--- config.mk ---
export PLATFORM = sky130hd
export DESIGN_NAME = result_serializer
export DESIGN_NICKNAME = d
export VERILOG_FILES = /design/src/rtl/result_serializer.sv
export SDC_FILE = /design/constraint.sdc
export NUM_CORES = 1
export LEC_CHECK = 0
export CAP_MARGIN = 0
export CELL_PAD_IN_SITES_DETAIL_PLACEMENT = 1
export CELL_PAD_IN_SITES_GLOBAL_PLACEMENT = 1
export CORE_AREA = 2 2 179 181
export DETAILED_ROUTE_END_ITERATION = 10
export DIE_AREA = 0 0 181 183
export PLACE_DENSITY = 0.64
export SLEW_MARGIN = 20
export SYNTH_ARGS = -nofsm -noshare
export SYNTH_HDL_FRONTEND = slang
export SYNTH_SLANG_ARGS = --single-unit
--- constraint.sdc ---
create_clock -name clk_i -period 3.05 [get_ports clk_i]
set_input_delay 0.4575 -clock clk_i [delete_from_list [all_inputs] [get_ports clk_i]]
set_output_delay 0.4575 -clock clk_i [all_outputs]
set_load 0.05 [all_outputs]
--- src/rtl/result_serializer.sv ---
// Result serializer: snapshots five result registers and streams them as a
// 19-byte framed message (header, payload, flag, XOR checksum) over valid/ready.
module result_serializer #(
  parameter logic [7:0] HEADER = 8'hA5,
  parameter int         CNT_W  = 16
) (
  input  logic             clk_i,
  input  logic             rst_n_i,
  input  logic             snap_i,
  input  logic [31:0]      attempt_count_i,
  input  logic [31:0]      broken_count_i,
  input  logic             last_broken_i,
  input  logic [31:0]      cost_f1_i,
  input  logic [31:0]      cost_f2_i,
  output logic             tx_valid_o,
  output logic [7:0]       tx_data_o,
  input  logic             tx_ready_i,
  output logic             busy_o,
  output logic             done_o,
  output logic [CNT_W-1:0] frame_cnt_o,
  output logic [CNT_W-1:0] drop_cnt_o
);

  typedef enum logic [1:0] {IDLE, SEND, DONE} state_t;

  state_t           r_state, w_next;
  logic [31:0]      r_attempt, r_broken, r_f1, r_f2;
  logic             r_last;
  logic [4:0]       r_idx;
  logic [7:0]       r_csum;
  logic             r_pend;
  logic [CNT_W-1:0] r_frame_cnt, r_drop_cnt;

  logic       w_start, w_accept, w_last_byte;
  logic [4:0] w_off;
  logic [31:0] w_word;
  logic [7:0] w_field_byte, w_byte;

  assign w_start     = (r_state == IDLE) && (snap_i || r_pend);
  assign w_accept    = (r_state == SEND) && tx_ready_i;
  assign w_last_byte = (r_idx == 5'd18);

  // Payload bytes 1..16 are four 32-bit words, each sent MSB first.
  assign w_off = r_idx - 5'd1;
  always_comb begin
    w_word = r_attempt;
    case (w_off[3:2])
      2'd0: w_word = r_attempt;
      2'd1: w_word = r_broken;
      2'd2: w_word = r_f1;
      2'd3: w_word = r_f2;
      default: w_word = r_attempt;
    endcase
  end
  assign w_field_byte = w_word[{~w_off[1:0], 3'b000} +: 8];

  always_comb begin
    w_byte = r_csum;
    if (r_idx == 5'd0)        w_byte = HEADER;
    else if (r_idx <= 5'd16)  w_byte = w_field_byte;
    else if (r_idx == 5'd17)  w_byte = {7'b0, r_last};
    else                      w_byte = r_csum;
  end

  always_ff @(posedge clk_i or negedge rst_n_i) begin
    if (!rst_n_i) r_state <= IDLE;
    else          r_state <= w_next;
  end

  always_comb begin
    w_next = r_state;
    case (r_state)
      IDLE:    if (w_start) w_next = SEND;
      SEND:    if (w_accept && w_last_byte) w_next = DONE;
      DONE:    w_next = IDLE;
      default: w_next = IDLE;
    endcase
  end

  always_comb begin
    tx_valid_o = (r_state == SEND);
    tx_data_o  = (r_state == SEND) ? w_byte : 8'h00;
    busy_o     = (r_state != IDLE);
    done_o     = (r_state == DONE);
  end

  // Shadow copies are loaded only at the start edge so the frame in flight is frozen.
  always_ff @(posedge clk_i or negedge rst_n_i) begin
    if (!rst_n_i) begin
      r_attempt <= '0;
      r_broken  <= '0;
      r_f1      <= '0;
      r_f2      <= '0;
      r_last    <= 1'b0;
      r_idx     <= '0;
      r_csum    <= '0;
    end else if (w_start) begin
      r_attempt <= attempt_count_i;
      r_broken  <= broken_count_i;
      r_f1      <= cost_f1_i;
      r_f2      <= cost_f2_i;
      r_last    <= last_broken_i;
      r_idx     <= '0;
      r_csum    <= '0;
    end else if (w_accept && !w_last_byte) begin
      r_idx  <= r_idx + 5'd1;
      r_csum <= r_csum ^ w_byte;
    end
  end

  // A snap during a frame is remembered once; further snaps are only counted.
  always_ff @(posedge clk_i or negedge rst_n_i) begin
    if (!rst_n_i) begin
      r_pend      <= 1'b0;
      r_frame_cnt <= '0;
      r_drop_cnt  <= '0;
    end else begin
      if (w_start) begin
        r_pend <= 1'b0;
      end else if (snap_i && (r_state != IDLE)) begin
        if (!r_pend)                r_pend     <= 1'b1;
        else if (r_drop_cnt != '1)  r_drop_cnt <= r_drop_cnt + CNT_W'(1);
      end
      if (w_accept && w_last_byte) r_frame_cnt <= r_frame_cnt + CNT_W'(1);
    end
  end

  assign frame_cnt_o = r_frame_cnt;
  assign drop_cnt_o  = r_drop_cnt;

endmodule

==> run_results.csv <==
group,metric,value,unit
timing,setup_viol,8,
global_routing,gr-usage-all-layers,0.212,
synth,synth_edf_count,0,
global_routing,grt_pass1_wl,54400,µm
cells_and_area,layout_common_cells,"nand2_1, dfrtp_1, clkdlybuf4s50_1",
synth,synthesis.area,0.00927,mm²
synth,synth-seq-cells,177,
clocking,htree_levels,4,
timing,rsz0062_at_grt,"yes",
routing,vias,8739,
outcome,status,"finished, violations left",
routing,drc,0,
worst_setup_path,cp-end-kind,"output pin",
global_routing,grt_max_degree,87,
place,routabilityCongestion,0.911,
floorplanning,row_count,65,
worst_setup_path,cp.depth,11,
clocking,cts.sinks,177,
synth,syn_nets,1221,
clocking,cts_tree,"built",
global_routing,met2_usage,0.346,
cells_and_area,layout-drive-gt1-share,0.196,
floorplanning,dieArea,0.0331,mm²
global_routing,grt_util_met1,0.300,
synth,seq_area_frac_synth,0.478,
floorplanning,core-area,0.0312,mm²
timing,fin_crit,3.42,ns
floorplanning,start_util,0.297,
cells_and_area,fillCellCount,3665,
synth,synth_top_area_share,0.478,
synth,muxShareOfSynthArea,0.0317,
flow_run,cap_viol_max_count,0,
timing,max_slew_margin,0.483,
global_routing,top_usage_layer,"met2",
global_routing,grt_overflow,0,
clocking,cts_buffers,17,
worst_setup_path,cp_common_cell,"a22oi_2",
synth,synth_cell_types,85,
global_routing,antenna_found_initial,1,
floorplanning,die_x,181,µm
timing,fin_ws,-0.370,ns
worst_setup_path,cp_num_buf_inv,3,
power,p_leak,6.21,nW
global_routing,grt.met3_usage,0.0316,
cells_and_area,fin_nets,1489,
power,power.total,0.0182,W
power,p_per_area,1350,mW/mm²
synth,ys.flop_type,"dfrtp_1",
routing,wl,34300,µm
worst_setup_path,r2r-start,"r_idx[0]$_DFFE_PN0P_",
clocking,cts_root_buffer,"clkbuf_16",
worst_setup_path,rrSetupSlack,0.14,ns
synth,synth_compound_area_frac,0.144,
clocking,clkSlewWorstSetupHoldPaths,0.07,ns
place,numPortBuffers,175,
timing,finalHoldViolCount,0,
synth,syn_inst,1081,
cells_and_area,regArea,0.00443,mm²
synth,async_reset_ff_frac,1.00,
worst_setup_path,crit_required,2.59,ns
worst_setup_path,critPathSlowestCell,"o211ai_1",
cells_and_area,area_growth,45.8,%
synth,synth_top_family_by_area,"simple AND/OR/NAND/NOR gates",
routing,dr.pass1.iters,4,
cells_and_area,final_common_cell,"nand2_1",
place,dpl.hpwl,25900,µm
timing,hold_ws,0.478,ns
worst_setup_path,critical_path_arrival,2.96,ns
timing,finalMaxSlewViolations,0,
routing,first_iter_violations,482,
outcome,violations,"negative setup slack",
clocking,clk_latency,0.44,ns
power,ir_drop,1.06,mV
worst_setup_path,critPathCapture,"tx_data_o[6]",
timing,finalCritPeriodShare,1.12,
cells_and_area,utilization,0.433,
worst_setup_path,crit_fanout,8,
worst_setup_path,critical-path-max-stage-delay,0.42,ns
timing,fmax,0.292,GHz
global_routing,grt_pass1_vias,9324,
synth,synth_warnings,0,
worst_setup_path,reg2reg_depth,13,
worst_setup_path,path_cells,"inv_2, ha_4, nand2b_2, buf_4, o21a_4, o22ai_4, a22oi_2, o211ai_1, a22oi_2, nor2_4, buf_12",
worst_setup_path,startpoint,"r_idx[0]$_DFFE_PN0P_",
synth,synth-xor-area-share,0.0375,
synth,synth-simple-area-share,0.263,
routing,ant_nets,0,
synth,synthTopCellsByArea,"dfrtp_1, nand2_1, xnor2_1",
worst_setup_path,setup.worst_path.class,"reg2out",
cells_and_area,multi_input_area,0.00493,mm²
worst_hold_path,worstHoldPathType,"reg2reg",
timing,tns,-2.51,ns
routing,wl_per_cell,19.5,µm
cells_and_area,antenna_cells,0,
synth,synth_fa_ha_area_frac,0.00945,
clocking,clockBufferDepth,2,
worst_setup_path,critPathTopFamily,"compound AO/OA/AOI/OAI gates",
floorplanning,die_h,183,µm
floorplanning,ios,176,
routing,via_per_inst,4.96,
timing,max_slew.worst_pin.slew,0.765,ns
synth,synth_area_per_cell,8.57,µm²
timing,fin_skew,0.0136,ns
worst_setup_path,reg2reg_to,"r_csum[0]$_DFFE_PN0P_",
synth,yosysTopAreaCell,"dfrtp_1",
worst_setup_path,cp-start-kind,"flip-flop",
## state kept, by name, summed over array words and instances, names as in the netlist
name and count:
r_f1 32, drop_cnt_o 16, r_attempt 32, r_csum 8, r_broken 32, r_state 2
r_pend 1, r_idx 5, r_last 1, r_f2 32, frame_cnt_o 16
## how the worst min path moves through the flow
stage                                  end  slack (ns)  cells past startpoint                         from
2_1_floorplan    drop_cnt_o[0]$_DFFE_PN0P_        0.16                      0                      rst_n_i
3_3_place_gp      r_broken[26]$_DFFE_PN0P_        0.44                      1                      rst_n_i
4_1_cts           r_attempt[9]$_DFFE_PN0P_        0.48                      2     r_attempt[9]$_DFFE_PN0P_
6_report          r_attempt[9]$_DFFE_PN0P_        0.48                      2     r_attempt[9]$_DFFE_PN0P_
5_1_grt        frame_cnt_o[15]$_DFFE_PN0P_        0.50                      1  frame_cnt_o[15]$_DFFE_PN0P_
3_5_place_dp     r_attempt[28]$_DFFE_PN0P_        0.44                      1                      rst_n_i
## cells in the mapped netlist, types with 5 or more instances
cell        n
nand2_1   422
dfrtp_1   177
nor2_1     44
a21oi_1    42
o21ai_0    38
clkbuf_1   33
nand3_1    31
xnor2_1    26
buf_2      20
inv_1      14
mux2i_1    14
and3_1     13
nand4_1    11
o211ai_1   11
nor3_1     10
xor2_1     10
a221o_1     8
a221oi_1    8
a31oi_1     7
ha_1        7
mux2_2      7
o221ai_1    7
nor2b_1     6
a211oi_1    5
and2_1      5
o21ai_1     5
## metrics by stage
step,instance area (µm²),cells,worst slack (ns)
2_1_floorplan,9360,1081,-0.00404
3_3_place_gp,12300,1705,-0.0933
3_5_place_dp,12300,1705,-0.144
4_1_cts,13400,1759,-0.353
5_1_grt,13500,1763,-0.434
6_report,13500,1763,-0.370
## final cells by class
type	count	share of cell area
timing repair buffer	308	0.223
inverter	14	0.00389
tap	402	0.0372
clock buffer	17	0.0315
multi-input combinational	831	0.365
sequential	177	0.328
clock inverter	14	0.0119
## where the power goes
group          internal (W)  switching (W)  leakage [nW]
Sequential          0.00332       0.000930          2.23
Combinational       0.00537        0.00634          3.69
Clock               0.00117        0.00108         0.290
Total               0.00985        0.00835          6.21
## worst min-delay path: cells and delay by family (launching register included)
family	cells	cell delay (ns)
flip-flops	1	0.35
AND/OR/NAND/NOR	2	0.10
## metal layers
metal	part of all wire	vias to the layer above
li1	-	4194
met1	0.48	4355
met2	0.47	164
met3	0.034	26
met4	0.016	0
met5	0	-
## cell families (layout without fill, tap and decap cells)
group / Yosys count / after routing
adders and majority gates: 7 / 7
and+or+nand+nor: 575 / 575
buffers and inverters: 73 / 353
muxes: 25 / 25
xor gates and xnor gates: 38 / 38
AOI/OAI and AO/OA: 186 / 186
DFF: 177 / 177
## what timing repair did
action | in CTS | in global routing
pin swaps | 28 | 24
hold buffers | 1 | 0
setup buffers | 22 | 8
cloned | 0 | 0
endpoints found under the setup margin | 8 | 9
gates resized for setup | 57 | 26
hold endpoints to repair | 48 | 0
No activity file was read; power rests on OpenSTA's default activity.
